--- config.mk ---
export PLATFORM = sky130hd
export DESIGN_NAME = data_mem_ctrl
export DESIGN_NICKNAME = d
export VERILOG_FILES = /design/src/rtl/data_mem_ctrl.sv
export SDC_FILE = /design/constraint.sdc
export NUM_CORES = 1
export LEC_CHECK = 0
export CAP_MARGIN = 20
export CORE_MARGIN = 2
export CORE_UTILIZATION = 39
export CTS_CLUSTER_SIZE = 12
export DETAILED_ROUTE_END_ITERATION = 8
export GPL_ROUTABILITY_DRIVEN = 0
export PLACE_DENSITY = 0.83
export SKIP_LAST_GASP = 1
export SLEW_MARGIN = 20
export SYNTH_ARGS = -nofsm -noshare
export SYNTH_HDL_FRONTEND = slang
export SYNTH_SLANG_ARGS = --single-unit
--- constraint.sdc ---
create_clock -name clk -period 2.2 [get_ports clk]
set_clock_uncertainty 0.1 [all_clocks]
set_input_delay 0.44 -clock clk [delete_from_list [all_inputs] [get_ports clk]]
set_output_delay 0.44 -clock clk [all_outputs]
set_load 0.005 [all_outputs]
--- src/rtl/data_mem_ctrl.sv ---
// CPU load/store front end for a single-port, one-cycle-latency data memory.
// Byte stores are read-modify-write; misaligned word accesses complete with err and no memory cycle.
module data_mem_ctrl #(
    parameter int ADDR_BITS = 12
) (
    input  logic        clk,
    input  logic        rst_n,
    input  logic        req,
    input  logic        we,
    input  logic        size,
    input  logic        uns,
    input  logic [31:0] addr,
    input  logic [31:0] wdata,
    output logic        ready,
    output logic        done,
    output logic [31:0] rdata,
    output logic        err,
    output logic        mem_ena,
    output logic        mem_wea,
    output logic [31:0] mem_addra,
    output logic [31:0] mem_dina,
    input  logic [31:0] mem_douta
);

    typedef enum logic [2:0] {IDLE, ISSUE, WAIT, WRITE, DONE} state_t;

    state_t                 state;
    logic                   we_q;
    logic                   size_q;
    logic                   uns_q;
    logic [ADDR_BITS+1:0]   addr_q;
    logic [7:0]             wbyte_q;

    logic                   misaligned;
    logic [4:0]             lane_ofs;
    logic [7:0]             lane_byte;
    logic [31:0]            load_word;
    logic [31:0]            merged_word;
    logic                   unused_addr_bits;

    // Address bits above the memory window are deliberately dropped (wrap-around).
    assign unused_addr_bits = ^addr[31:ADDR_BITS+2];

    assign misaligned = ~size & (addr[1:0] != 2'b00);
    assign mem_addra  = {{(30-ADDR_BITS){1'b0}}, addr_q[ADDR_BITS+1:2]};
    assign lane_ofs   = {addr_q[1:0], 3'b000};

    always_comb begin
        lane_byte   = mem_douta[lane_ofs +: 8];
        load_word   = mem_douta;
        merged_word = mem_douta;
        merged_word[lane_ofs +: 8] = wbyte_q;
        if (size_q) begin
            load_word = uns_q ? {24'h0, lane_byte} : {{24{lane_byte[7]}}, lane_byte};
        end
    end

    always_ff @(posedge clk or negedge rst_n) begin
        if (!rst_n) begin
            state    <= IDLE;
            ready    <= 1'b1;
            done     <= 1'b0;
            err      <= 1'b0;
            rdata    <= 32'h0;
            mem_ena  <= 1'b0;
            mem_wea  <= 1'b0;
            mem_dina <= 32'h0;
            we_q     <= 1'b0;
            size_q   <= 1'b0;
            uns_q    <= 1'b0;
            addr_q   <= '0;
            wbyte_q  <= 8'h0;
        end else begin
            case (state)
                IDLE: begin
                    if (req) begin
                        we_q    <= we;
                        size_q  <= size;
                        uns_q   <= uns;
                        addr_q  <= addr[ADDR_BITS+1:0];
                        wbyte_q <= wdata[7:0];
                        ready   <= 1'b0;
                        err     <= misaligned;
                        if (misaligned) begin
                            state <= DONE;
                            done  <= 1'b1;
                        end else begin
                            state    <= ISSUE;
                            mem_ena  <= 1'b1;
                            mem_wea  <= we & ~size;
                            mem_dina <= wdata;
                        end
                    end
                end
                ISSUE: begin
                    mem_ena <= 1'b0;
                    mem_wea <= 1'b0;
                    if (we_q && !size_q) begin
                        state <= DONE;
                        done  <= 1'b1;
                    end else begin
                        state <= WAIT;
                    end
                end
                WAIT: begin
                    // mem_douta now holds the word read during ISSUE.
                    if (we_q) begin
                        mem_dina <= merged_word;
                        mem_ena  <= 1'b1;
                        mem_wea  <= 1'b1;
                        state    <= WRITE;
                    end else begin
                        rdata <= load_word;
                        done  <= 1'b1;
                        state <= DONE;
                    end
                end
                WRITE: begin
                    mem_ena <= 1'b0;
                    mem_wea <= 1'b0;
                    done    <= 1'b1;
                    state   <= DONE;
                end
                DONE: begin
                    done  <= 1'b0;
                    ready <= 1'b1;
                    state <= IDLE;
                end
                default: begin
                    state   <= IDLE;
                    ready   <= 1'b1;
                    done    <= 1'b0;
                    mem_ena <= 1'b0;
                    mem_wea <= 1'b0;
                end
            endcase
        end
    end

endmodule

==> results by group, run 1 <==
Logic synthesis
  • Post-synth EDFFs: 0
  • Synth top cells by count: 96 x dfrtp_1, 68 x nand2_1, 55 x nor2_1
  • Ys async rst share: 1.000
  • Post-Synth Simple-Gate Area: 0.1314
  • Count of cell types in the netlist: 51
  • Yosys warning count: 0
  • Post-Synth Adder-Cell Area: 0.01281
  • Gate Count Post-Synth: around 500
  • Synth Flop Type: dfrtp_1
  • Mux cell area share after synthesis: 0.06764
  • Register area share after synthesis: 0.4973
  • Ranking of synthesized cells by area: dfrtp_1 49%, nand2_1 5.2%, mux2_2 5.1%
  • Combinational family with the most area after synthesis: compound AO/OA/AOI/OAI gates
  • Area leader, netlist: dfrtp_1
  • Xor-xnor portion of the synthesized cell area: 0
  • Synth Area per Inst: between 9 and 10 µm²
  • Compound-cell area share of the yosys netlist: 0.2009
  • Top cell type's share of synthesized area: 0.4919
  • Synthesized area: about 5000 µm²
  • Flops & latches, synth: 97
  • Count leader, synth: dfrtp_1

Critical path
  • Crit end category: flip-flop
  • Crit Path Max Fanout: 12
  • Critical path arrival: ~2300 ps
  • Crit start category: flip-flop
  • Critical path type: flip-flop to flip-flop
  • Worst path required time: roughly 2300 ps

Global route
  • Global route total overflow: 0
  • Initial antenna violation count: 0
  • Pin count of the biggest net entering global routing: between 40 and 50
  • First-pass GRT wire length: around 24 mm
  • Tot GR Track Use: 0.2338
  • Number of global-route vias before repair: ~4500

STA
  • TNS Setup: 0 ps
  • RSZ-0062 raised after global routing: no
  • Setup violations, final: 0
  • Max-slew violations: 0
  • Fin crit period: ~2100 ps
  • Tightest Pin Transition: between 500 and 600 ps
  • Crit share post-route: 0.9669
  • WHS: ~380 ps
  • Final setup margin: 72.77 ps
  • Maximum clock rate: 0.4701 GHz
  • Final Hold Fails: 0
  • Worst slew margin: 0.6188

Floorplan
  • Cell Rows: 40
  • Initial core utilization: 0.4032
  • Chip Width: 115.9 µm
  • I/O Pins: slightly above 200
  • Core outline area: between 10000 and 15000 µm²
  • Die ar.: between 10000 and 15000 µm²
  • Vert. Die Dim: 115.9 µm

Cells and area
  • Filler cell count: 1035
  • Number of diodes: 0
  • Nets@finish: between 700 and 800
  • Proportion of layout cells with a drive suffix above 1: 0.1334
  • Synth-to-Final Area Change: 43.48%

Routing
  • DRC: 0
  • First-pass detailed-route iteration total: 5
  • Iteration-0 DRC Markers: ~450
  • Routed vias: between 4000 and 5000
  • Vias per inst: around 5.5
  • Number of routed nets with antenna violations: 0
  • Final WL: roughly 15 mm
  • Per-cell routed wire length: about 19 µm

Run
  • Max-cap violation count: 0

CTS
  • CTS H-tree lvls: 3
  • Clock Tree Buf Depth: 2
  • Num CTS Buffers: 9
  • Clk_lat worst skew: 350 ps
  • Clk sinks: 97
  • Worst-path clk slew: 70 ps
  • Clock Tree Root: clkbuf_16
  • CTS tree: done
  • Cts repair resizes: 0

Run status
  • Outcome: finished clean

Power and ir drop
  • Switching Fraction: 0.3554
  • Switch Pwr: about 3.3 mW
  • Sequential Power Share: 0.352
  • Comb power frac: 0.478
  • Overall power: around 9.4 mW
  • Internal: ~6.1 mW
  • Clock power share: 0.169
  • Maximum vdd drop: 0.5774 mV
  • Pleak: 3.003 nW
  • Pwr/cell area: approximately 1300 nW/µm²

Placed design
  • HPWL after DPL: 11.57 mm
  • Port Buf Inserts: approximately 160
  • Pre-CTS WS: between 20 and 30 ps

Hold path
  • Min-Delay Path Class: flip-flop to flip-flop
==> metrics by stage <==
step / cell area (µm²) / cells / utilization
final: 7007 / 820 / 0.5785
after global routing: 7007 / 820 / 0.5785
after CTS: 6992 / 818 / 0.5773
after detailed placement: 6686 / 802 / 0.5521
after global placement: 6686 / 802 / 0.5521
after floorplan: 4965 / 508 / -
==> power groups by stage <==
stage / combinational [mW] / clock (mW) / sequential (mW)
6_report: 4.51 / 1.59 / 3.32
5_1_grt: 4.93 / 1.71 / 3.43
4_1_cts: 4.52 / 1.62 / 3.31
3_5_place_dp: 4.49 / 0 / 3.34
2_1_floorplan: 2.27 / 0 / 3.24
3_3_place_gp: 4.31 / 0 / 3.30
==> registers in the layout, indices dropped and copies added (netlist names) <==
| register | count |
|---|---|
| state | 3 |
| mem_ena | 1 |
| done | 1 |
| rdata | 32 |
| err | 1 |
| wbyte_q | 8 |
| mem_wea | 1 |
| ready | 1 |
| addr_q | 14 |
| mem_dina | 32 |
| size_q | 1 |
| we_q | 1 |
| uns_q | 1 |
==> layer usage <==
metal / GRT usage / vias up / part of all wire / wire length (µm)
li1: - / 2011 / - / -
met1: 0.3036 / 2177 / 0.42 / 6416
met2: 0.3867 / 248 / 0.48 / 7396
met3: 0.03818 / 35 / 0.069 / 1058
met4: 0.1048 / 0 / 0.031 / 473
met5: 0 / - / 0 / 0
==> cells in the final DEF, fill, tap and decap left out, types with 3 or more instances in the layout <==
master           Yosys  final
o31ai_2              8      8
o21ai_0             29     29
mux2i_1              6      6
ha_1                 5      5
nor2_1              55     55
inv_1                8      8
and3_1               6      6
o31ai_1             16     16
dfrtp_1             96     96
a21oi_1             28     28
nand2_1             68     68
clkinv_2             0      3
buf_12               0      4
conb_1               1     20
a221oi_1            24     24
clkdlybuf4s50_1      0    163
mux2_2              22     22
clkbuf_16            0      9
a221o_1             13     13
buf_4               32     26
==> worst max-delay path: stages (launching register included) <==
cell and delay (ps):
dfrtp_1 400, inv_2 220, ha_1 240, nor2_1 80, and4_1 320, a221oi_1 520
o31ai_2 120
==> cell type report <==
cell class | count | area, µm² | share of cell area
clock inverters | 5 | 56.30 | 0.008036
clock buffers | 10 | 239.0 | 0.03411
flip-flops and latches | 97 | 2429 | 0.3466
repair buffers | 194 | 1917 | 0.2736
inverters | 13 | 50.05 | 0.007143
well taps | 168 | 210.2 | 0.03000
multi-input cells | 333 | 2106 | 0.3005
==> final timing paths <==
path | from | endpoint | slack, ps | cells after the start
min in group asynchronous | rst_n | mem_dina[4]$_DFFE_PN0P_ | 550 | 2
setup reg to reg | addr_q[0]$_DFFE_PN0P_ | mem_dina[23]$_DFFE_PN0P_ | 70 | 6
hold reg to reg | mem_dina[22]$_DFFE_PN0P_ | mem_dina[22]$_DFFE_PN0P_ | 380 | 2
setup / recovery | addr_q[0]$_DFFE_PN0P_ | mem_dina[23]$_DFFE_PN0P_ | 70 | 6
hold / removal | mem_dina[22]$_DFFE_PN0P_ | mem_dina[22]$_DFFE_PN0P_ | 380 | 2
max in group asynchronous | rst_n | rdata[22]$_DFFE_PN0P_ | 800 | 3
==> cells by family (layout without fill, tap and decap cells) <==
| logic type | Yosys count | count (layout) |
|---|---|---|
| compound gates | 134 | 134 |
| fa+ha+maj | 5 | 5 |
| buf+inv | 78 | 222 |
| flops | 97 | 97 |
| mux | 29 | 29 |
| other cells | 1 | 20 |
| simple gates | 145 | 145 |
==> what timing repair did <==
action | CTS | global route
buffers inserted | 0 | 2
endpoints found under the hold margin | 20 | 0
hold buffers | 1 | 0
endpoints found under the setup margin | 0 | 7
No activity file was read; power rests on OpenSTA's default activity.
==> run 2, diff against run 1 <==
Settings changed: SETUP_SLACK_MARGIN set to 0.5.
==> run 2 against run 1 <==
Against the previous run: wire length up 3.9%; critical path type unchanged; die area unchanged; sequential cell count unchanged.
==> results by group, run 2 (synthesis results as in run 1) <==
Run
  • Max-cap violation count: 0 (unchanged)

Placed design
  • HPWL after DPL: 11.40 mm (-1.5%)
  • Dpl cells: 804 (+0.25%)
  • Area after DPL: 6834 µm² (+2.2%)
  • Port Buf Inserts: 164 (unchanged)

CTS
  • Clock Tree Buf Depth: 2 (unchanged)
  • CTS tree: done
  • Clk sinks: 97 (unchanged)
  • Worst-path clk slew: 70 ps (about the same)
  • Num CTS Buffers: 9 (unchanged)
  • Clk_lat worst skew: 350 ps (about the same)
  • CTS H-tree lvls: 3 (unchanged)
  • Clock Tree Root: clkbuf_16

Floorplan
  • I/O Pins: 203 (unchanged)
  • Die ar.: 13430 µm² (unchanged)
  • Chip Width: 115.9 µm (unchanged)
  • Core outline area: 12110 µm² (unchanged)
  • Vert. Die Dim: 115.9 µm (unchanged)
  • Initial core utilization: 0.4032 (unchanged)
  • Cell Rows: 40 (unchanged)

Cells and area
  • Synth-to-Final Area Change: 59.31%
  • Nets@finish: 799 (+5.8%)
  • Non-Filler Cell Area, Final: 7780 µm² (+11%)
  • Final cell count without fillers: 865 (+5.5%)
  • Commonest non-fill, non-tap cell in the layout: dfrtp_1
  • Regs by FF count: mem_dina (32), rdata (32), addr_q (14)
  • Filler cell count: 953 (-7.9%)
  • Number of diodes: 0 (unchanged)
  • Most frequent cells in the layout: 93 x dfrtp_1, 85 x dlygate4sd2_1, 78 x clkdlybuf4s50_1, 66 x nand2_1, 53 x nor2_1
  • Proportion of layout cells with a drive suffix above 1: 0.2482 (+0.1148)

Hold path
  • Worst hold start: mem_dina[14]$_DFFE_PN0P_
  • Hold path cells: 2 (unchanged)
  • Hold endpoint: mem_dina[14]$_DFFE_PN0P_
  • Min-Delay Path Class: flip-flop to flip-flop

Power and ir drop
  • Switch Pwr: 3.757 mW (+12%)
  • Clock power share: 0.164 (-0.005)
  • Internal: 6.535 mW (+7.6%)
  • Maximum vdd drop: 0.6926 mV (+20%)
  • Switching Fraction: 0.3650 (+0.009652)
  • Pleak: 3.560 nW (+19%)
  • Pwr/cell area: 1323 nW/µm² (-1.6%)
  • Comb power frac: 0.506 (+0.028)
  • Sequential Power Share: 0.329 (-0.023)

STA
  • Final Hold Fails: 0 (unchanged)
  • Max-slew violations: 0 (unchanged)
  • RSZ-0062 raised after global routing: yes
  • Maximum clock rate: 0.5253 GHz (+12%)
  • Fin crit period: 1904 ps (-223.7 ps)
  • Crit share post-route: 0.8652 (-0.1017)
  • Setup violations, final: 0 (unchanged)
  • TNS Setup: 0 ps (unchanged)

Run status
  • Outcome: finished clean

Critical path
  • Crit end category: flip-flop
  • R2r endpoint: mem_dina[27]$_DFFE_PN0P_
  • Critical path type: flip-flop to flip-flop
  • Crit start category: flip-flop
  • R2r setup slk: 300 ps (+220 ps)
  • Worst path required time: 2360 ps (+40 ps)
  • Critical path arrival: 2060 ps (-190 ps)
  • Reg2reg start: addr_q[1]$_DFFE_PN0P_
  • Worst reg2reg path depth: 8 (+2)
  • Crit Path Max Fanout: 4 (-8)

Routing
  • First-pass detailed-route iteration total: 5 (unchanged)
  • Iteration-0 DRC Markers: 438 (-3.3%)
  • Final WL: 15.95 mm (+3.9%)
  • Per-cell routed wire length: 18.44 µm (-1.5%)
  • Routed vias: 4576 (+2.3%)
  • Number of routed nets with antenna violations: 0 (unchanged)
  • Vias per inst: 5.290 (-3.0%)
  • DRC: 0 (unchanged)

Global route
  • Number of global-route vias before repair: 4476 (+0.34%)
  • Tot GR Track Use: 0.2328 (-0.001012)
  • Global route total overflow: 0 (unchanged)
  • Initial antenna violation count: 0 (unchanged)
  • First-pass GRT wire length: 23.85 mm (-0.26%)
  • Pin count of the biggest net entering global routing: 47 (unchanged)
[run 2: cell count changes in the layout (fill, tap and decap cells not counted), moves of 4 or more]
| cell | before | now |
|---|---|---|
| o21ai_0 | 29 | 7 |
| clkdlybuf4s50_1 | 163 | 78 |
| dlygate4sd2_1 | 0 | 85 |
| o21ai_1 | 2 | 22 |
| a221oi_1 | 24 | 7 |
| buf_4 | 26 | 50 |
| mux2_4 | 0 | 18 |
| buf_12 | 4 | 8 |
| mux2_2 | 22 | 4 |
| buf_6 | 0 | 12 |
| a221oi_2 | 0 | 15 |
[run 2: stage by stage]
stage                     setup WS (ps)  total power, mW    util  hold WS (ps)
after floorplan                   331.0            5.759       -         44.41
after global placement            17.48            7.798  0.5643         306.0
after detailed placement         -64.60            7.982  0.5643         310.5
after CTS                         361.3            9.688  0.6122         378.2
after global routing              219.7            10.95  0.6424         412.0
final                             296.5            10.29  0.6424         372.7
[run 2: area by class of cell]
| class | count | area (µm²) | share of cell area |
|---|---|---|---|
| Inverter | 13 | 77.57 | 0.009971 |
| Tap cell | 168 | 210.2 | 0.02702 |
| Clock inverter | 5 | 78.83 | 0.01013 |
| Timing Repair Buffer | 238 | 2276 | 0.2925 |
| Clock buffer | 11 | 242.7 | 0.03120 |
| Multi-Input combinational cell | 333 | 2462 | 0.3165 |
| Sequential cell | 97 | 2432 | 0.3126 |
[run 2: worst max path at each step]
stage                           from                       end  slack (ps)
2_1_floorplan  addr_q[1]$_DFFE_PN0P_  mem_dina[25]$_DFFE_PN0P_         330
3_3_place_gp                     req  mem_dina[24]$_DFFE_PN0P_          20
3_5_place_dp                     req  mem_dina[28]$_DFFE_PN0P_         -60
4_1_cts        addr_q[1]$_DFFE_PN0P_   mem_dina[7]$_DFFE_PN0P_         360
5_1_grt        addr_q[1]$_DFFE_PN0P_  mem_dina[27]$_DFFE_PN0P_         220
6_report       addr_q[1]$_DFFE_PN0P_  mem_dina[27]$_DFFE_PN0P_         300
[run 2: timing repair]
item	in CTS	in global routing
buffers inserted	30	10
endpoints found under the setup margin	162	85
gates cloned	3	1
hold buffers	1	0
gates resized for setup	112	70
pin swaps	20	23
endpoints found under the hold margin	28	0
[run 2: power by group through the flow]
stage	Clock [mW]	Combinational [mW]	Sequential, mW
after floorplan	0	2.48	3.27
after global placement	0	4.43	3.37
after detailed placement	0	4.58	3.41
after CTS	1.72	4.62	3.34
after global routing	1.80	5.66	3.50
final	1.69	5.21	3.39
[run 2: critical path: stages (launching register included)]
cell and delay (ps):
dfrtp_2 460, clkinv_8 90, ha_4 170, nor2_4 130, nor4b_4 230, buf_4 190, buf_6 120, a221oi_4 60
o31ai_2 260
[run 2: per-layer routing]
metal,GRT usage,routed length (µm),up-vias
met5,0,0,-
met4,0.07302,446,0
met3,0.05649,1250,37
met2,0.3856,7646,227
met1,0.3030,6603,2211
li1,-,-,2101
